===== src/rtl/mmio_router_pkg.sv =====
// Shared constants, the latched request record and the CLINT region decode
// used by the memory-stage MMIO router.
package mmio_router_pkg;

    localparam int WORD_BUS = 64;

    localparam logic TRUE_V  = 1'b1;
    localparam logic FALSE_V = 1'b0;

    localparam logic [WORD_BUS-1:0] ZERO_WORD = '0;

    localparam logic [63:0] DEFAULT_CLINT_BASE = 64'h0000_0000_0200_0000;
    localparam logic [63:0] MTIME_ADDR         = 64'h0000_0000_0200_BFF8;
    localparam logic [63:0] MTIMECMP_ADDR      = 64'h0000_0000_0200_4000;

    // The CLINT occupies one 64 KiB window; only the bits above it are decoded.
    localparam int CLINT_REGION_BITS = 16;

    typedef struct packed {
        logic                we;
        logic [63:0]         addr;
        logic [WORD_BUS-1:0] wdata;
        logic [7:0]          wmask;
    } mmio_req_t;

    function automatic logic in_clint_region(input logic [63:0] addr,
                                             input logic [63:0] base);
        return addr[63:CLINT_REGION_BITS] == base[63:CLINT_REGION_BITS];
    endfunction

endpackage


===== src/rtl/mmio_router.sv =====
// Steers the memory stage's single outstanding load/store to the CLINT register
// port or to the memory port, and returns a uniform one-cycle response.
module mmio_router
    import mmio_router_pkg::*;
#(
    parameter logic [63:0] CLINT_BASE = DEFAULT_CLINT_BASE
) (
    input  logic                cpu_clk_50M,
    input  logic                cpu_rst_n,

    input  logic                req_valid,
    output logic                req_ready,
    input  logic                req_we,
    input  logic [63:0]         req_addr,
    input  logic [WORD_BUS-1:0] req_wdata,
    input  logic [7:0]          req_wmask,
    output logic                resp_valid,
    output logic [WORD_BUS-1:0] resp_rdata,

    output logic                mem_req_valid,
    input  logic                mem_req_ready,
    output logic                mem_we,
    output logic [63:0]         mem_addr,
    output logic [WORD_BUS-1:0] mem_wdata,
    output logic [7:0]          mem_wmask,
    input  logic                mem_resp_valid,
    input  logic [WORD_BUS-1:0] mem_resp_rdata,

    output logic                clint_read_en,
    output logic [63:0]         clint_read_addr,
    input  logic [WORD_BUS-1:0] clint_data_read,
    output logic                clint_write_en,
    output logic [63:0]         clint_write_addr,
    output logic [WORD_BUS-1:0] clint_data_write,
    input  logic                clint_write_isdone
);

    typedef enum logic [2:0] {
        IDLE,
        CLINT_ACC,
        CLINT_RESP,
        MEM_REQ,
        MEM_WAIT,
        DONE
    } state_t;

    state_t              state;
    state_t              state_nxt;
    mmio_req_t           req_q;
    logic [WORD_BUS-1:0] rdata_q;
    logic                accept;

    assign accept = (state == IDLE) && req_valid;

    // NOTE: sequential state uses non-blocking assignments so every flop samples
    // pre-edge values regardless of process evaluation order.
    always_ff @(posedge cpu_clk_50M or negedge cpu_rst_n) begin
        if (!cpu_rst_n) begin
            state <= IDLE;
        end else begin
            state <= state_nxt;
        end
    end

    // NOTE: the request latch is reset because its fields drive the CLINT and
    // memory ports directly, which must read as zero out of reset.
    always_ff @(posedge cpu_clk_50M or negedge cpu_rst_n) begin
        if (!cpu_rst_n) begin
            req_q <= '0;
        end else if (accept) begin
            req_q <= '{we: req_we, addr: req_addr, wdata: req_wdata, wmask: req_wmask};
        end
    end

    // Stores never touch the returned data; it holds the last load's value.
    always_ff @(posedge cpu_clk_50M or negedge cpu_rst_n) begin
        if (!cpu_rst_n) begin
            rdata_q <= ZERO_WORD;
        end else if ((state == CLINT_RESP) && !req_q.we) begin
            rdata_q <= clint_data_read;
        end else if ((state == MEM_WAIT) && mem_resp_valid && !req_q.we) begin
            rdata_q <= mem_resp_rdata;
        end
    end

    // NOTE: every output of this block gets a default first, so no path through
    // the case statement can leave one unassigned and infer a latch.
    always_comb begin
        state_nxt      = state;
        req_ready      = FALSE_V;
        resp_valid     = FALSE_V;
        mem_req_valid  = FALSE_V;
        clint_read_en  = FALSE_V;
        clint_write_en = FALSE_V;

        case (state)
            IDLE: begin
                req_ready = TRUE_V;
                if (req_valid) begin
                    state_nxt = in_clint_region(req_addr, CLINT_BASE) ? CLINT_ACC : MEM_REQ;
                end
            end
            CLINT_ACC: begin
                clint_read_en  = !req_q.we;
                clint_write_en = req_q.we;
                state_nxt      = CLINT_RESP;
            end
            CLINT_RESP: begin
                // Only an MTIMECMP store is acknowledged; everything else completes now.
                if (!req_q.we || (req_q.addr != MTIMECMP_ADDR) || clint_write_isdone) begin
                    state_nxt = DONE;
                end
            end
            MEM_REQ: begin
                mem_req_valid = TRUE_V;
                if (mem_req_ready) begin
                    state_nxt = MEM_WAIT;
                end
            end
            MEM_WAIT: begin
                if (mem_resp_valid) begin
                    state_nxt = DONE;
                end
            end
            DONE: begin
                resp_valid = TRUE_V;
                state_nxt  = IDLE;
            end
            default: begin
                state_nxt = IDLE;
            end
        endcase
    end

    assign resp_rdata       = rdata_q;

    assign mem_we           = req_q.we;
    assign mem_addr         = req_q.addr;
    assign mem_wdata        = req_q.wdata;
    assign mem_wmask        = req_q.wmask;

    assign clint_read_addr  = req_q.addr;
    assign clint_write_addr = req_q.addr;
    assign clint_data_write = req_q.wdata;

endmodule


===== config.mk =====
export PLATFORM = sky130hd
export DESIGN_NAME = mmio_router
export DESIGN_NICKNAME = d
export VERILOG_FILES = /design/src/rtl/mmio_router_pkg.sv /design/src/rtl/mmio_router.sv
export SDC_FILE = /design/constraint.sdc
export NUM_CORES = 1
export LEC_CHECK = 0
export CORE_AREA = 5 5 256 258
export DETAILED_ROUTE_END_ITERATION = 10
export DIE_AREA = 0 0 261 263
export SYNTH_ARGS = -nofsm -noshare
export SYNTH_HDL_FRONTEND = slang
export SYNTH_SLANG_ARGS = --single-unit

===== constraint.sdc =====
create_clock -name cpu_clk_50M -period 3.1 [get_ports cpu_clk_50M]
set_input_delay 0.62 -clock cpu_clk_50M [delete_from_list [all_inputs] [get_ports cpu_clk_50M]]
set_output_delay 0.62 -clock cpu_clk_50M [all_outputs]
set_load 0.02 [all_outputs]

* Word-level counts from Yosys, hierarchy flattened
Cells that the tools add are included.
** Storage, ports and cells
- Register bits :: 204
- Output and inout port bits :: 398
- Logic and storage cells :: 40
** Operators by class
- Equality and inequality tests :: 11
- Multiplexer cells :: 13
- Reductions and logical operators :: 10
** Operators by type and width (count)
- $mux 64 :: 2
- $ne 64x26->1 const B :: 1
- $eq 48x10->1 const B :: 1
- $pmux 3 s5 :: 1
- $mux 3 :: 4
- $eq 3x2->1 const B :: 2
- $eq 3x3->1 const B :: 2
- $ne 2x2->1 const B :: 3
- $mux 1 :: 5
- $logic_and 1x1->1 :: 4
- $reduce_and 4->1 :: 1
- $eq 3x1->1 const B :: 1
- $logic_not 3->1 :: 1
- $logic_or 1x1->1 :: 2
- $mux 2 :: 1
- $ne 2x1->1 const B :: 1
- $reduce_bool 2->1 :: 1
- $logic_not 1->1 :: 1

* Longest topological paths before layout
Gate-level depths: netlist of run 1.
- Depth in word-level cells :: 5
- Mapped depth :: 8

* Least setup slack after synthesis of run 1
OpenSTA, ideal clock, no wires.
- Path type :: flip-flop to output port
- Start point :: reg state[2]
- End point :: out clint_write_en
- Data arrival time :: 1268 ps
- Required time :: 2480 ps
- Path slack :: 1212 ps
- Stages on the path, launching flop included :: 4
- Cells stage by stage :: dfrtp_1 > buf_6 > or2b_1 > nor3b_1
** Between the ends
- Cells in the longest elaborated chain, start to end :: 2
** Ends and longest elaborated chain
- start, declared :: RTL line mmio_router.sv:47 : state_t state;
- start signal, assigned :: RTL line mmio_router.sv:61 : state <= state_nxt;
- $eq 3x1->1 :: RTL line mmio_router.sv:96 : case (state)
- $mux 1 :: RTL line mmio_router.sv:96
- end, declared :: RTL line mmio_router.sv:32 : output logic clint_write_en,
Every way passes these cells.

* Final worst setup path of run 1
- Start point :: reg req_q (netlist bit mem_we)
- End point :: out clint_write_en
** Between the ends
- Cells in the longest elaborated chain, start to end :: 1
** Ends and longest elaborated chain
- start, declared :: RTL line mmio_router.sv:49 : mmio_req_t req_q;
- start signal, assigned :: RTL line mmio_router.sv:71 : req_q <= '{we: req_we, addr: req_addr, wdata: req_wdata, wmask: req_wmask};
- $mux 1 :: RTL line mmio_router.sv:96
Every way passes these cells.

==> metrics, run 1 <==
status complete, no violations; Die Y around 260 microns; vias in the first global route roughly 8.5k; starting DRC count in detailed routing ~270; GP Congestion about 0.8; WL final approximately 42,000 microns; antenna-violating nets left 0; endpoint type of the worst setup path output pin; top-count cell post-synth dfrtp_1; met3 Usage GRT 0.0314; CP bufs+invs 1; Top FF cell, synth dfrtp_1; family with the most delay on the worst path flip-flops; row count 92; fin crit period roughly 2.9 ns; clock slew seen by the registers of the worst setup and hold paths around 0.06 ns; Synth top cells by count dfrtp_1, buf_4, mux2_2; Num CTS Buffers 25; initial antenna violation count 11; crit-path cells nor3b_1 -> clkdlybuf4s50_1; Skew-Pair Late Insertion Delay between 0.5 and 0.6 ns; number of setup buffers added after CTS 0; CTS tree yes; CTS Sinks roughly 200; Final Setup Violations 0; total grt overflow 0; post-synthesis cell count between 800 and 900; Die Area 0.0686 sq mm; Final Hold Slack between 0.07 and 0.08 ns; area added between synthesis and finish 71.0%; Yosys reg bits between 200 and 250; Slew headroom 0.575; kind of critical path flop to output pin; Final Hold Viols 0; switching share of power 0.424; CTS Buffer Depth 3; Int Pwr approximately 12,000 uW; Via density ~3.7; first-pass GRT wire length 59,300 microns; CP max FO 9; register area share after synthesis 0.510; fin crit share 0.928; CTS-repair resized insts 0; largest net degree at the start of global routing 97; Post-synth EDFFs 0; Initial Utilization 0.160; final net count roughly 1.6k; net count after synthesis approximately 1.1k; post-synth cell types 33; post-synth top area cell dfrtp_1; vias 7,961; Placed Cells 2,132; max-cap viol count 0; Combinational Power Share 0.580; post-route setup TNS 0 ns; hpwl dp around 34,000 microns; synth warn 0; worst vdd ir 0.000455 V; GR Layer Usage met1 0.130; TritonRoute pass-1 iters 4; Post-Syn Area per Cell around 12 sq um; number of buffers added to fix hold violations after cts 0; Yosys top cell area share 0.510; Post-synth ARST share 1.00; startpoint type of the worst setup path flop; worst min path class primary input to async pin; DRC Markers 0; core area 0.0627 sq mm; Critical Path Max Stage Delay 0.71 ns; sw power 8720 uW; CTS root buf clkbuf_16; met2 Usage GRT 0.206; Post-Syn Area roughly 0.010 sq mm; Flop pwr share 0.274; dpl ws between 0.2 and 0.25 ns; clock power share 0.146; Clock Skew ~0.012 ns; CP max-delay cell dfrtp_1; GRT busiest layer met2; CP arrival between 2 and 2.5 ns; PwrDens approximately 1200 mW/mm^2; largest cells by area after synthesis dfrtp_1, buf_4, mux2_2, mux2i_1, o21ai_0; Routed wire per std cell between 15 and 20 microns; FMAX roughly 350 MHz; IO buf count 668; final std cells w/o fill between 2k and 2.5k; post-layout util 0.273; H-tree depth reported by CTS 1; worst-margin pin slew roughly 0.64 ns; Global Route Usage Sum 0.114; layout cells sized above 1 0.137; final worst setup slack 0.224 ns; total I/O pin count 669; WP data required ~2.5 ns; Slew Limit Fails 0; Die W approximately 260 microns; RSZ-0062 raised after global routing no; leakage 0.00663 uW
==> layout make-up <==
class / instances / area (sq um)
fill: 6487 / 45600
timing repair buffer: 686 / 6910
sequential: 204 / 5100
multi-input combinational: 393 / 3190
tap: 846 / 1060
clock buffer: 35 / 703
clock inverter: 10 / 134
inverter: 3 / 11.3
antenna: 2 / 5.00
==> through the flow <==
step / total power [uW] / area [sq um]
6_report: 20600 / 17100
5_1_grt: 21700 / 17100
4_1_cts: 21000 / 17100
3_3_place_gp: 17600 / 16300
3_5_place_dp: 17800 / 16300
2_1_floorplan: 12600 / 10000
==> cell usage in the layout, fill, tap and decap left out, types with 2 or more instances in the layout <==
cell type,count
clkdlybuf4s50_1,667
dfrtp_1,204
mux2_2,115
nand2_1,64
mux2i_1,62
o21ai_0,51
clkbuf_16,25
mux2_1,22
nor4_1,22
o21ai_1,11
buf_4,11
buf_12,7
nor2_1,6
nand4_1,6
clkbuf_1,6
nor3_1,5
clkinv_2,4
clkbuf_8,4
a222oi_1,3
inv_1,3
nor4b_1,3
bufinv_16,3
diode_2,2
or2b_1,2
nor3b_1,2
nand3_1,2
nor4_2,2
nor4b_2,2
clkinvlp_4,2
==> worst paths after layout <==
| check | endpoint | depth (start not counted) | slack [ns] | from |
|---|---|---|---|---|
| setup reg to reg | state[2] | 5 | 0.52 | mem_we |
| max in group asynchronous | resp_rdata[45] | 2 | 2.26 | cpu_rst_n |
| hold / removal | clint_read_addr[8] | 1 | 0.07 | cpu_rst_n |
| hold reg to reg | resp_rdata[44] | 2 | 0.48 | resp_rdata[44] |
| setup / recovery | clint_write_en | 2 | 0.22 | mem_we |
| min in group cpu_clk_50M | resp_rdata[44] | 2 | 0.48 | resp_rdata[44] |
==> power groups by stage <==
stage | registers (uW) | logic (uW) | clock network, uW
2_1_floorplan | 6650 | 5950 | 0
3_3_place_gp | 5620 | 12000 | 0
3_5_place_dp | 5690 | 12100 | 0
4_1_cts | 5670 | 12100 | 3160
5_1_grt | 5840 | 12600 | 3270
6_report | 5630 | 11900 | 3010
==> worst register-to-register path: cells and delay by family, from the launching register on <==
kind	cells	cell delay, ns
compound gates	1	0.37
flops	1	0.71
simple gates	4	1.41
==> logic make-up (layout without fill, tap and decap cells) <==
group / count (synthesis) / in the layout / synth area share
buffers and inverters: 233 / 734 / 0.174
and+or+nand+nor: 124 / 124 / 0.0626
muxes: 199 / 199 / 0.216
DFF: 204 / 204 / 0.510
AOI/OAI and AO/OA: 70 / 70 / 0.0380
other: 0 / 2 / 0
==> metal layers <==
layer	share of wire	up-vias
met3	0.095	67
li1	-	3649
met1	0.38	3827
met2	0.50	412
met4	0.028	6
met5	0.0013	-
==> registers in the layout, summed over array words and instances (netlist names) <==
name and count:
clint_data_write 64, state 3, mem_we 1, mem_wmask 8, resp_rdata 64, clint_read_addr 64
Power figures use the tool's default switching activity.
==> inputs of run 2 (changes only) <==
RECOVER_POWER = 50   (was not set)
==> run 2 against run 1 <==
Compared with the run above: the run now ends with max-capacitance violations, max-slew violations left; maximum frequency fell by 0.99%; worst hold slack improved by 0.40 ns; sequential share of layout area rose by 0.13 points; flip-flop and latch count unchanged; clock power hardly changed; critical path type unchanged.
==> metrics, run 2 (synthesis results as in run 1) <==
status finished with violations; failing checks max-capacitance violations, max-slew violations; worst-margin pin slew between 1.5 and 2 ns; Final Power roughly 20,000 uW; Routed wire per std cell approximately 19 microns; post-route setup TNS 0 ns; WL final just over 40,000 microns; WHS Endpoint resp_rdata[44]; Final Setup Violations 0; final net count between 1.5k and 2k; PwrDens 1190 mW/mm^2; WP data required 2.48 ns; most common cell after layout, fill and taps aside clkdlybuf4s50_1; kind of critical path flop to output pin; RSZ-0062 raised after global routing no; Die W about 260 microns; FILL cells 6,496; FMAX around 340 MHz; Skew-Pair Late Insertion Delay 0.54 ns; CTS root buf clkbuf_16; startpoint type of the worst setup path flop; area added between synthesis and finish 70.2%; fin crit share 0.937; initial antenna violation count 11; crit-path cells nor3b_1 -> clkdlybuf4s50_1; GP Congestion 0.817; starting DRC count in detailed routing approximately 260; Num CTS Buffers 25; Initial Utilization 0.160; Cells on Worst Hold Path 2; commonest non-fill, non-tap cells in the layout clkdlybuf4s50_1, dfrtp_1, dlygate4sd3_1, mux2_2, nand2_1; CTS Buffer Depth 3; Placed Cells approximately 2.1k; antenna-violating nets left 0; fin crit period 2.90 ns; CTS tree yes; DRC Markers 0; vias roughly 8k; hold path startpoint resp_rdata[44]; CP arrival ~2.3 ns; Register-to-Register Path Depth 6; Global Route Usage Sum 0.114; Die Y 263 microns; Clock Skew about 0.012 ns; vias in the first global route 8,522; worst vdd ir roughly 0.00046 V; clock slew seen by the registers of the worst setup and hold paths roughly 0.060 ns; hpwl dp around 34,000 microns; first-pass GRT wire length 59,300 microns; core area 0.0627 sq mm; total I/O pin count roughly 670; total grt overflow 0; TritonRoute pass-1 iters 4; Via density about 3.7; Slew headroom -0.331; CP max FO 9; Die Area roughly 0.069 sq mm; max-cap viol count 1; CTS Sinks around 200; Final Hold Viols 0; leakage 0.00670 uW; worst r2r src state[2]; family with the most delay on the worst path flip-flops; final std cells w/o fill about 2.2k; layout cells sized above 1 0.132; Slew Limit Fails 71; Critical Path Max Stage Delay roughly 0.71 ns; Reg2Reg Capture Point state[2]; row count 92; IO buf count around 670; post-layout util 0.272; H-tree depth reported by CTS 1; CP bufs+invs 1; number of setup buffers added after CTS 0; worst min path class flop to flop; CP max-delay cell dfrtp_1; endpoint type of the worst setup path output pin; number of buffers added to fix hold violations after cts 0; FF-to-FF setup slack 0.45 ns; largest net degree at the start of global routing between 90 and 100
==> run 2: repair_timing <==
action	4_1_cts	5_1_grt
resized for setup	0	1
setup endpoints to repair	0	1
endpoints found under the hold margin	0	0
==> run 2: worst min-delay path, cell delays in order (launching register included) <==
cell and delay, ns:
dfrtp_1 0.33, nand2_1 0.04, o21ai_0 0.06
==> run 2: final cells by class <==
type,count,area [sq um],share of cell area
Timing Repair Buffer,686,6850,0.402
Sequential cell,204,5100,0.299
Multi-Input combinational cell,393,3180,0.187
Tap cell,846,1060,0.0621
Clock buffer,35,703,0.0412
Clock inverter,10,134,0.00785
Inverter,3,11.3,0.000661
Antenna cell,2,5.00,0.000294
==> run 2: through the flow <==
stage / worst slack, ns / instance area [sq um] / hold slack (ns)
6_report: 0.196 / 17000 / 0.472
5_1_grt: 0.0426 / 17000 / 0.494
4_1_cts: 0.0636 / 17100 / 0.0714
3_5_place_dp: 0.201 / 16300 / 0.470
3_3_place_gp: 0.175 / 16300 / 0.461
2_1_floorplan: 1.21 / 10000 / 0.324
==> run 2: worst max-delay path by stage <==
stage	startpoint	to	slack, ns	depth (start not counted)
after floorplan	state[2]	clint_write_en	1.21	3
after global placement	clint_read_addr[59]	state[2]	0.17	5
after detailed placement	clint_read_addr[59]	state[2]	0.20	5
after CTS	mem_we	clint_write_en	0.06	2
after global routing	mem_we	clint_write_en	0.04	2
final	mem_we	clint_write_en	0.20	2
==> run 2: metal layers <==
| metal | vias to the layer above | part of all wire | track usage |
|---|---|---|---|
| met5 | - | 0.0013 | 0 |
| met4 | 6 | 0.029 | 0.0330 |
| met3 | 68 | 0.094 | 0.0314 |
| met2 | 412 | 0.50 | 0.206 |
| met1 | 3822 | 0.38 | 0.130 |
| li1 | 3655 | - | - |
==> run 2: power by group <==
group	leakage, uW	internal [uW]	switching, uW
clock	0.000407	1830	1190
combinational	0.00383	5700	5900
sequential	0.00246	4020	1570
